[src/rtl/lsu_ctrl.sv]
// lsu_ctrl - load/store controller for the single-cycle core's LSU.
//
// Decodes each memory instruction's address into a region and drives the
// LSU output mux select. Peripheral (input/output buffer) accesses finish
// in the request cycle. Data-memory accesses are sequenced over a
// req/ack handshake while the core is stalled.
//
// Data-memory handshake: o_dmem_req is held high with a stable address,
// write flag, mask and data until a cycle in which i_dmem_ack is high;
// that cycle completes the access (read data is taken from i_dmem_rdata
// in the same cycle). Ack is only looked at in DM0/DM1.
//
// Build option: define LSU_MISALIGN_SPLIT_EN to split misaligned
// data-memory accesses into two word accesses (DM0 then DM1). Without it,
// such accesses complete immediately with o_misaligned=1 and no request.
//
// Ports:
//   i_clk, i_rst        clock, asynchronous active-high reset
//   i_req, i_we         request present / store
//   i_addr, i_funct3    byte address, access size and sign
//   i_wdata             right-aligned store data
//   i_mux_rdata         word from the LSU output mux (peripheral loads)
//   i_dmem_ack/_rdata   data-memory completion and read word
//   o_stall, o_done     core freeze / access completes this cycle
//   o_rdata             extended load result
//   o_sel_output_lsu    00 ibuf, 01 obuf, 10 dmem, 11 unmapped
//   o_obuf_we           output-buffer write strobe
//   o_bmask, o_wdata    byte enables and lane-aligned write data
//   o_dmem_req/_we/_addr  data-memory request, write, word address
//   o_misaligned        misaligned fault pulse, with o_done
module lsu_ctrl (
   input  logic        i_clk,
   input  logic        i_rst,
   input  logic        i_req,
   input  logic        i_we,
   input  logic [31:0] i_addr,
   input  logic [2:0]  i_funct3,
   input  logic [31:0] i_wdata,
   input  logic [31:0] i_mux_rdata,
   input  logic        i_dmem_ack,
   input  logic [31:0] i_dmem_rdata,
   output logic        o_stall,
   output logic        o_done,
   output logic [31:0] o_rdata,
   output logic [1:0]  o_sel_output_lsu,
   output logic        o_obuf_we,
   output logic [3:0]  o_bmask,
   output logic [31:0] o_wdata,
   output logic        o_dmem_req,
   output logic        o_dmem_we,
   output logic [31:0] o_dmem_addr,
   output logic        o_misaligned
);

   localparam logic [1:0] SEL_IBUF = 2'b00;
   localparam logic [1:0] SEL_OBUF = 2'b01;
   localparam logic [1:0] SEL_DMEM = 2'b10;
   localparam logic [1:0] SEL_NONE = 2'b11;

`ifdef LSU_MISALIGN_SPLIT_EN
   localparam logic SPLIT_EN = 1'b1;
`else
   localparam logic SPLIT_EN = 1'b0;
`endif

   typedef enum logic [1:0] {IDLE, DM0, DM1, FIN} state_t;
   state_t state, state_nxt;

   // Operation latched on entry to DM0; the core's inputs are ignored after.
   logic        op_we;
   logic [2:0]  op_f3;
   logic [31:0] op_addr;
   logic [31:0] op_wdata;
   logic        op_split;
   logic [31:0] word0, word1;

   function automatic logic [1:0] region_of(input logic [31:0] a);
      logic [1:0] r;
      if (a[31:16] == 16'h0000)       r = SEL_DMEM;
      else if (a[31:12] == 20'h10000) r = SEL_OBUF;
      else if (a[31:12] == 20'h10010) r = SEL_IBUF;
      else                            r = SEL_NONE;
      return r;
   endfunction

   function automatic logic misaligned_of(input logic [1:0] sz, input logic [1:0] off);
      return ((sz == 2'b01) && off[0]) || ((sz == 2'b10) && (off != 2'b00));
   endfunction

   function automatic logic [7:0] mask_of(input logic [1:0] sz);
      logic [7:0] m;
      case (sz)
         2'b00:   m = 8'h01;
         2'b01:   m = 8'h03;
         default: m = 8'h0F;
      endcase
      return m;
   endfunction

   // Shift the two-word window right by the byte offset, then size/extend.
   function automatic logic [31:0] extract(input logic [63:0] words,
                                           input logic [1:0] off,
                                           input logic [2:0] f3);
      logic [31:0] s;
      logic [31:0] r;
      s = words[{off, 3'b000} +: 32];
      case (f3)
         3'b000:  r = {{24{s[7]}}, s[7:0]};
         3'b001:  r = {{16{s[15]}}, s[15:0]};
         3'b010:  r = s;
         3'b100:  r = {24'h0, s[7:0]};
         3'b101:  r = {16'h0, s[15:0]};
         default: r = 32'h0;
      endcase
      return r;
   endfunction

   logic [1:0]  live_region;
   logic        live_mis;
   logic [3:0]  live_mask;
   logic [31:0] live_data;
   logic [7:0]  lat_mask;
   logic [63:0] lat_data;

   always_comb begin
      live_region = region_of(i_addr);
      live_mis    = misaligned_of(i_funct3[1:0], i_addr[1:0]);
      live_mask   = 4'(mask_of(i_funct3[1:0]) << i_addr[1:0]);
      live_data   = i_wdata << {i_addr[1:0], 3'b000};
      lat_mask    = mask_of(op_f3[1:0]) << op_addr[1:0];
      lat_data    = {32'h0, op_wdata} << {op_addr[1:0], 3'b000};
   end

   always_ff @(posedge i_clk or posedge i_rst) begin
      if (i_rst) state <= IDLE;
      else       state <= state_nxt;
   end

   always_ff @(posedge i_clk or posedge i_rst) begin
      if (i_rst) begin
         op_we    <= 1'b0;
         op_f3    <= 3'b000;
         op_addr  <= 32'h0;
         op_wdata <= 32'h0;
         op_split <= 1'b0;
         word0    <= 32'h0;
         word1    <= 32'h0;
      end else begin
         if (state == IDLE && state_nxt == DM0) begin
            op_we    <= i_we;
            op_f3    <= i_funct3;
            op_addr  <= i_addr;
            op_wdata <= i_wdata;
            op_split <= live_mis;
            word0    <= 32'h0;
            word1    <= 32'h0;
         end
         if (state == DM0 && i_dmem_ack) word0 <= i_dmem_rdata;
         if (state == DM1 && i_dmem_ack) word1 <= i_dmem_rdata;
      end
   end

   // Outputs are forced to zero while reset is asserted so a mid-access
   // reset drops the request and the stall at once, even with i_req high.
   always_comb begin
      state_nxt        = state;
      o_stall          = 1'b0;
      o_done           = 1'b0;
      o_rdata          = 32'h0;
      o_sel_output_lsu = 2'b00;
      o_obuf_we        = 1'b0;
      o_bmask          = 4'h0;
      o_wdata          = 32'h0;
      o_dmem_req       = 1'b0;
      o_dmem_we        = 1'b0;
      o_dmem_addr      = 32'h0;
      o_misaligned     = 1'b0;
      if (!i_rst) begin
         case (state)
            IDLE: begin
               if (i_req) begin
                  o_sel_output_lsu = live_region;
                  if (live_region == SEL_DMEM && !(live_mis && !SPLIT_EN)) begin
                     o_stall   = 1'b1;
                     state_nxt = DM0;
                  end else begin
                     // Peripheral, unmapped, or unsplittable misaligned access.
                     o_done       = 1'b1;
                     o_misaligned = live_mis;
                     if (!live_mis) begin
                        if (i_we) begin
                           if (live_region == SEL_OBUF) begin
                              o_obuf_we = 1'b1;
                              o_bmask   = live_mask;
                              o_wdata   = live_data;
                           end
                        end else if (live_region != SEL_NONE) begin
                           o_rdata = extract({32'h0, i_mux_rdata}, i_addr[1:0], i_funct3);
                        end
                     end
                  end
               end
            end
            DM0: begin
               o_stall          = 1'b1;
               o_sel_output_lsu = SEL_DMEM;
               o_dmem_req       = 1'b1;
               o_dmem_we        = op_we;
               o_dmem_addr      = {op_addr[31:2], 2'b00};
               if (op_we) begin
                  o_bmask = lat_mask[3:0];
                  o_wdata = lat_data[31:0];
               end
               if (i_dmem_ack) state_nxt = op_split ? DM1 : FIN;
            end
            DM1: begin
               o_stall          = 1'b1;
               o_sel_output_lsu = SEL_DMEM;
               o_dmem_req       = 1'b1;
               o_dmem_we        = op_we;
               o_dmem_addr      = {op_addr[31:2], 2'b00} + 32'd4;
               if (op_we) begin
                  o_bmask = lat_mask[7:4];
                  o_wdata = lat_data[63:32];
               end
               if (i_dmem_ack) state_nxt = FIN;
            end
            FIN: begin
               o_done           = 1'b1;
               o_sel_output_lsu = SEL_DMEM;
               if (!op_we) o_rdata = extract({word1, word0}, op_addr[1:0], op_f3);
               state_nxt = IDLE;
            end
            default: state_nxt = IDLE;
         endcase
      end
   end

endmodule
[config.mk]
export PLATFORM = sky130hd
export DESIGN_NAME = lsu_ctrl
export DESIGN_NICKNAME = d
export VERILOG_FILES = /design/src/rtl/lsu_ctrl.sv
export SDC_FILE = /design/constraint.sdc
export NUM_CORES = 1
export LEC_CHECK = 0
export ABC_AREA = 1
export CORE_MARGIN = 5
export CORE_UTILIZATION = 40
export CTS_BUF_LIST = sky130_fd_sc_hd__clkbuf_16
export DETAILED_ROUTE_END_ITERATION = 6
export PLACE_DENSITY = 0.66
export SYNTH_ARGS = -nofsm -noshare
export SYNTH_HDL_FRONTEND = slang
export SYNTH_SLANG_ARGS = --single-unit
export TNS_END_PERCENT = 20
[constraint.sdc]
create_clock -name i_clk -period 18.4 [get_ports i_clk]
set_input_delay 3.68 -clock i_clk [delete_from_list [all_inputs] [get_ports i_clk]]
set_output_delay 3.68 -clock i_clk [all_outputs]
set_load 0.02 [all_outputs]
==> impl_metrics.csv <==
group,metric,value,unit
sta,rsz0062_at_grt,"false",
clock_network,cts_resized,0,
flow_run,drv_cap,0,
sta,setup_viol,0,
floorplanning,io_pins,244,
synth,synth_flop_cell,"dfrtp_1",
synth,async_flop_share,100.0,%
synth,ys_ff_latch,127,
placement,hpwl,30.10,mm
placement,place_ws,7299,ps
clock_network,clkSinkCount,127,
clock_network,holdBufCountCts,0,
clock_network,cts_tree,"yes",
pwr,pwr-share-seq,28.6,%
pwr,switching_share,50.88,%
placement,routabilityCongestion,0.9890,
critical_path,crit_buf_inv,5,
critical_path,crit_start,"i_addr[1]",
route,firstDrtPassIters,6,
cells_and_area,final_net_count,2038,
pwr,leakage,6.031,nW
sta,fmax,0.08962,GHz
outcome,status,"finished, final reports clean",
clock_network,cts_setup_buffers,0,
cells_and_area,final_cell_mix,"nand2_1, clkdlybuf4s50_1, nand3_1",
clock_network,cts_made_buffers,17,
floorplanning,die_w,173.5,µm
critical_path,start_kind,"primary input",
floorplanning,initial_core_util,40.80,%
synth,postSynthCellCount,1737,
clock_network,ctsRootBufferMaster,"clkbuf_16",
critical_path,cp_data_required_time,14720,ps
pwr,p_per_area,137.8,nW/µm²
pwr,internal_power,921.6,µW
synth,synth_cell_types,47,
sta,skew,9.880,ps
sta,maxSlewViolCount,0,
global_routing,grt_pass1_vias,11663,
clock_network,clock_latency,430,ps
floorplanning,fp-row-count,59,
sta,tightest_slew,1190,ps
route,drtIter0Drc,1652,
pwr,power.switching,954.5,µW
sta,period_share,60.64,%
route,wl,42.29,mm
critical_path,slowest_stage,"inv_2",
worst_hold_path,hp-start,"op_wdata[17]$_DFFE_PP0P_",
floorplanning,core_area,26210,µm²
cells_and_area,final_common_cell,"nand2_1",
sta,final.setup.tns,0,ps
route,vias_per_cell,5.629,
critical_path,reg2reg_from,"state[0]$_DFF_PP0_",
global_routing,antenna_found_initial,1,
route,drc,0,
critical_path,arrival,7480,ps
route,vias,12631,
critical_path,crit_top_cell,"nand2_1",
route,antenna_left,0,
synth,synth-edff-count,0,
pwr,power.total,1.876,mW
clock_network,clk_pin_slew,60,ps
pwr,clockPowerShare,18.0,%
global_routing,grt_max_degree,88,
sta,hold_viol,0,
global_routing,track_usage,26.89,%
synth,synth_area,10690,µm²
cells_and_area,drive_above_1_share,5.398,%
synth,yosysWarnings,0,
sta,final.min_clock_period,11160,ps
critical_path,crit_fanout,44,
synth,syn_avg_cell_area,6.155,µm²
pwr,combPwrFrac,53.4,%
cells_and_area,area_delta_synth_final,27.38,%
placement,io_buffers,241,
critical_path,slowest_delay,610,ps
global_routing,grt_pass1_wl,65.55,mm
critical_path,criticalPathCategory,"primary input to primary output",
sta,fin_ws,7242,ps
sta,slew_headroom,20.47,%
critical_path,endpoint_kind,"primary output",
critical_path,crit_family,"buffers and inverters",
floorplanning,die_area,30100,µm²
clock_network,cts_max_path_buffers,2,
synth,yosysSeqAreaShare,29.72,%
clock_network,cts_max_level,4,
critical_path,cp_cell_sequence,"clkdlybuf4s50_1, buf_4, inv_2, nand2_1, nand2_2, nand2_1, nor2_2, buf_4, nand2_1, nor3_1, o21ba_2, clkdlybuf4s50_1",
worst_hold_path,min_path_type,"flop to flop",
floorplanning,die_h,173.5,µm
global_routing,grt.overflow.total,0,
route,routedWlPerCell,18.84,µm
pwr,ir_drop,0.00007980,V
-- logic make-up after synthesis --
logic type / count (synthesis) / share of synthesized area [%]
fa+ha+maj: 7 / 0.8192
simple gates: 894 / 34.98
compound gates: 416 / 22.00
other cells: 1 / 0.03507
buf+inv: 284 / 11.69
flops: 127 / 29.73
mux: 8 / 0.7490
-- path summary, 6_finish.rpt --
| kind | slack, ps | end | cells past startpoint |
|---|---|---|---|
| min in group asynchronous | 4130 | state[0]$_DFF_PP0_ | 2 |
| min | 480 | op_wdata[17]$_DFFE_PP0P_ | 2 |
| max reg2reg | 14800 | word0[19]$_DFFE_PP0P_ | 10 |
| min reg2reg | 480 | op_wdata[17]$_DFFE_PP0P_ | 2 |
| max | 7240 | o_bmask[3] | 12 |
| max in group asynchronous | 12930 | op_wdata[3]$_DFFE_PP0P_ | 3 |
-- registers in the layout (all words and copies together), names as in the netlist --
signal    cells
op_addr      32
state         2
op_f3         3
word1        24
op_wdata     32
word0        32
op_split      1
op_we         1
-- Yosys cell counts, types with 2 or more instances --
| master | instances | share of area (%) |
|---|---|---|
| nand4_1 | 20 | 1.2 |
| nand3_1 | 200 | 9.4 |
| ha_1 | 7 | 0.82 |
| mux2i_1 | 8 | 0.75 |
| o211ai_1 | 6 | 0.42 |
| a21o_1 | 2 | 0.14 |
| nor4_1 | 2 | 0.12 |
| buf_2 | 27 | 1.3 |
| o21bai_1 | 2 | 0.14 |
| a31oi_1 | 18 | 1.1 |
| nand3b_1 | 2 | 0.14 |
| or2_2 | 5 | 0.29 |
| buf_1 | 10 | 0.35 |
| nor3_1 | 21 | 0.98 |
| o21ai_2 | 30 | 2.5 |
| o221ai_1 | 8 | 0.66 |
| nand3_2 | 3 | 0.28 |
| nand2_1 | 577 | 20 |
| o21ai_0 | 179 | 8.4 |
| o31ai_1 | 7 | 0.49 |
| inv_2 | 5 | 0.18 |
| a221oi_1 | 3 | 0.25 |
| buf_6 | 18 | 1.9 |
| buf_4 | 4 | 0.28 |
| o21ai_1 | 15 | 0.70 |
| clkinv_1 | 3 | 0.11 |
| a21oi_1 | 123 | 5.8 |
| inv_1 | 153 | 5.4 |
| o22ai_1 | 14 | 0.82 |
| clkbuf_1 | 64 | 2.2 |
| nor2_1 | 59 | 2.1 |
| dfrtp_1 | 127 | 30 |
-- worst register-to-register path, stage by stage, from the launching register on --
cell and delay, ps:
dfrtp_1 440, inv_1 160, ha_1 360, nand2_1 90, nand2_1 80, nand2_1 120
nand3_4 350, buf_4 690, buf_4 890, nand3_1 230, nand2_1 120
-- metrics by stage --
step           cell area, µm²  utilization [%]  hold slack (ps)  cells
5_1_grt                 13620            51.97            499.7   2244
6_report                13620            51.97            482.6   2244
3_3_place_gp            13040            49.77            465.1   2211
4_1_cts                 13620            51.96            482.7   2243
3_5_place_dp            13040            49.77            467.8   2211
2_1_floorplan           10700                -            455.0   1738
-- final cells by class --
| cell class | count | area [µm²] |
|---|---|---|
| timing repair buffer | 261 | 2557 |
| tap | 335 | 419.2 |
| antenna | 1 | 2.502 |
| clock buffer | 17 | 425.4 |
| inverter | 161 | 606.8 |
| clock inverter | 15 | 148.9 |
| fill | 2694 | 12590 |
| multi-input combinational | 1327 | 6280 |
| sequential | 127 | 3179 |
-- power by group through the flow --
stage / Combinational (mW) / Clock (mW) / Sequential [mW]
3_5_place_dp: 0.986 / 0 / 0.535
5_1_grt: 1.11 / 0.355 / 0.553
2_1_floorplan: 0.732 / 0 / 0.491
6_report: 1.00 / 0.339 / 0.536
3_3_place_gp: 0.975 / 0 / 0.531
4_1_cts: 0.993 / 0.342 / 0.531
-- metal layers --
metal / global-route usage, % / vias up / wire, µm
li1: - / 6076 / -
met3: 5.060 / 71 / 3812
met4: 8.580 / 0 / 1191
met5: 0 / - / 0
met1: 35.86 / 5831 / 17540
met2: 44.26 / 653 / 19740
Power figures use the tool's default switching activity.
==> edit 1 (same settings) <==
Re-encode `state_t` (4 states) as one-hot, 4 bits wide.
--- a/src/rtl/lsu_ctrl.sv
+++ b/src/rtl/lsu_ctrl.sv
@@ -64,5 +64,5 @@
 `endif
 
-   typedef enum logic [1:0] {IDLE, DM0, DM1, FIN} state_t;
+   typedef enum logic [3:0] {IDLE = 4'b0001, DM0 = 4'b0010, DM1 = 4'b0100, FIN = 4'b1000} state_t;
    state_t state, state_nxt;
 
Behaviour: no difference found for any inputs over 4 cycles, from zero or initial values and one cycle with i_rst high; so few cycles prove little.
==> edit 1 against the unedited design <==
- design area is 0.56% higher
- setup slack got worse by 0.028 ns
- sequential cell count increased by 2
- clock skew is 0.0046 ns higher
- synthesized cell count is 3.3% higher
- global-route usage is 2.8 points higher
- critical path depth did not move
- synthesized area grew 0.30%
- routed wire length up 9.4%
- maximum frequency fell by 0.25%
Power is not compared: it rests on default switching activity, and its combinational part moved more than twofold at a synthesized area within 25%.
==> edit 1: results <==
{
  "outcome": "finished clean",
  "worst_pin_slew_ns": 1.32,
  "synth_area_leaders": "dfrtp_1, nand2_1, nand3_1, o21ai_0, a21oi_1",
  "highest_layer": "met5",
  "use_met3_pct": 6.02,
  "antenna_found_initial": 4,
  "arrival_ns": 7.51,
  "antenna_cells": 2,
  "min_from": "op_wdata[21]$_DFFE_PP0P_",
  "via_per_inst": 5.67,
  "crit_fanout": 46,
  "synth.mux.area_fraction_pct": 0.0933,
  "place_congestion": 0.931,
  "gr-usage-all-layers_pct": 29.7,
  "met2RoutedLength_um": 21300,
  "ys_types": 43,
  "gr-usage-met1_pct": 39.1,
  "use_met2_pct": 48.6,
  "yosys.area_share.adder_pct": 0.117,
  "worst_path_dominant_cell_family": "simple AND/OR/NAND/NOR gates",
  "wl_met3_um": 4280,
  "die_w_um": 174,
  "detailed_place.area_um2": 13100,
  "reg2reg_slack_ns": 15.27,
  "synth-compound-area-share_pct": 18.4,
  "synth_commonest_cells": "nand2_1, nand3_1, nor2_1",
  "grt_max_degree": 83,
  "fillers": 2721,
  "met1_length_um": 18900,
  "min_to": "op_wdata[21]$_DFFE_PP0P_",
  "ys_seq_area_share_pct": 30.1,
  "multiInputGateArea_um2": 6380,
  "buf_share_pct": 18.5,
  "post-dp-hpwl_um": 33300,
  "drive_above_1_share_pct": 4.02,
  "r2r-start": "state[0]$_DFF_PP1_"
}
[edit 1: cell families after synthesis]
logic type | after synthesis
AOI/OAI and AO/OA | 360
other | 1
buffers and inverters | 258
and+or+nand+nor | 1044
muxes | 1
adders and majority gates | 1
DFF | 129
[edit 1: worst max-delay path by stage]
stage	end	slack, ns	cells past startpoint
final	o_wdata[21]	7.21	12
after global routing	o_stall	6.94	11
after CTS	o_stall	7.28	11
after detailed placement	o_stall	7.28	11
after global placement	o_stall	7.32	11
after floorplan	o_dmem_addr[12]	6.39	3
[edit 1: per-stage QoR]
step	total power [mW]	hold slack, ns	utilization, %	instances	setup WS [ns]
2_1_floorplan	0.355	0.436	-	1795	6.39
3_3_place_gp	0.409	0.459	49.2	2273	7.32
3_5_place_dp	0.410	0.472	49.2	2273	7.28
4_1_cts	0.752	0.489	51.4	2305	7.28
5_1_grt	0.775	0.512	51.4	2307	6.94
6_report	0.751	0.486	51.4	2307	7.21
==> edit 2 (same flow settings) <==
Made on the original files. `SPLIT_EN`: 1'b0 -> 1'b1.
--- a/src/rtl/lsu_ctrl.sv
+++ b/src/rtl/lsu_ctrl.sv
@@ -61,5 +61,5 @@
    localparam logic SPLIT_EN = 1'b1;
 `else
-   localparam logic SPLIT_EN = 1'b0;
+   localparam logic SPLIT_EN = 1'b1;
 `endif
 
Check against the original RTL: not equivalent (a bounded check fails within 4 cycles, from zero or initial values and one cycle with i_rst high).
==> edit 2 against the unedited design <==
- total power grew 0.20%
- sequential cell count is the same
- die area grew 3.7%
- setup slack lost 0.15 ns
- non-clock buffer count shrank 4
- clock power grew 1%
- count of clock-buffer cells in the layout is the same
- first-iteration DRC count shrank 14%
- synthesized area grew 4.0%
- synthesized cell count grew 12%
- routed wire length grew 4.7%
- design area grew 3.7%
- largest cell class unchanged
==> edit 2: results <==
{
  "outcome": "finished clean",
  "ctsResizeCount": 0,
  "detailed_place.area_um2": 13500,
  "grt_max_degree": 110,
  "met2RoutedLength_um": 19200,
  "timing.final.crit_share_pct": 61.4,
  "min_from": "op_wdata[19]$_DFFE_PP0P_",
  "gr-usage-all-layers_pct": 27.7,
  "grt_pass1_wl_um": 69100,
  "wl_met3_um": 3560,
  "drive_above_1_share_pct": 3.60,
  "met1_length_um": 20500,
  "rr_worst_depth": 13,
  "synth_commonest_cells": "nand2_1, nor2_1, nand3_1",
  "cts_root_buf": "clkbuf_16",
  "r2r_end": "word1[11]$_DFFE_PP0P_",
  "hold_class": "reg2reg",
  "ys_types": 39,
  "p_leak_nw": 6.58,
  "wl_um": 44300,
  "crit_fanout": 45,
  "arrival_ns": 7.63,
  "skew_ns": 0.0144,
  "place_congestion": 0.938,
  "ir_drop_mv": 0.0881,
  "synth_area_leaders": "dfrtp_1, nand2_1, nand3_1, nor2_1, o21ai_0",
  "crit_path_end": "o_bmask[1]",
  "slowest_delay_ns": 0.84,
  "place_inst": 2460,
  "maxSlewHeadroom_pct": 27.1,
  "post-dp-hpwl_um": 31700,
  "timing.hold.ws_ns": 0.481,
  "first_iter_violations": 1413,
  "antenna_found_initial": 0,
  "synth_cells": 1950,
  "ys_seq_area_share_pct": 28.6,
  "reg2reg_slack_ns": 14.11,
  "r2r-start": "state[1]$_DFF_PP0_",
  "drt-wirelength-per-cell_um": 17.8,
  "whs_path_depth": 2,
  "grt_pass1_vias": 12300,
  "dr_total_vias": 13300,
  "nets": 2244,
  "drt_pass1_iterations": 5,
  "critPathSlowestCell": "nor2_2",
  "min_to": "op_wdata[19]$_DFFE_PP0P_"
}
## edit 2: cell types whose count changed after synthesis, moves of 16 or more
cell / before / now
nor2_1: 59 / 234
a21oi_1: 123 / 88
o21ai_2: 30 / 5
inv_1: 153 / 137
nand2_1: 577 / 762
o21ai_0: 179 / 129
a31oi_1: 18 / 0
## edit 2: metal layers
| metal | track usage [%] | up-vias |
|---|---|---|
| met5 | 0 | - |
| li1 | - | 6531 |
| met2 | 41.7 | 621 |
| met3 | 4.34 | 65 |
| met4 | 7.83 | 0 |
| met1 | 41.1 | 6125 |
## edit 2: power breakdown
group	internal [mW]	total, mW	leakage (nW)	switching [mW]
combinational	0.319	1.01	4.68	0.688
clock	0.182	0.344	0.284	0.162
sequential	0.397	0.528	1.62	0.131
## edit 2: final cells by class
type	instances	area [um^2]
tap	378	473
fill	2977	13500
inverter	141	532
sequential	127	3180
clock inverter	15	169
antenna	1	2.50
timing repair buffer	257	2530
clock buffer	17	425
multi-input combinational	1557	6810
## edit 2: kinds of logic (layout without fill, tap and decap cells)
| family | Yosys count | count (layout) | synth area share (%) |
|---|---|---|---|
| other | 1 | 3 | 0.0337 |
| flip-flops | 127 | 127 | 28.6 |
| AO/OA/AOI/OAI | 303 | 303 | 15.1 |
| XOR/XNOR | 1 | 1 | 0.0788 |
| adder cells (fa/ha/maj) | 7 | 7 | 0.788 |
| AND/OR/NAND/NOR | 1244 | 1244 | 45.1 |
| buffers and inverters | 267 | 430 | 10.2 |
## edit 2: worst register-to-register path: stages (launching register included)
cell     delay [ns]
dfrtp_1        0.44
inv_1          0.13
ha_1           0.17
buf_4          0.35
nand2_1        0.09
buf_4          0.27
inv_2          0.54
o21ai_0        0.18
o21ai_1        0.18
o21ai_4        0.10
nand2_4        0.56
buf_4          0.88
nand3_1        0.23
nand2_1        0.11
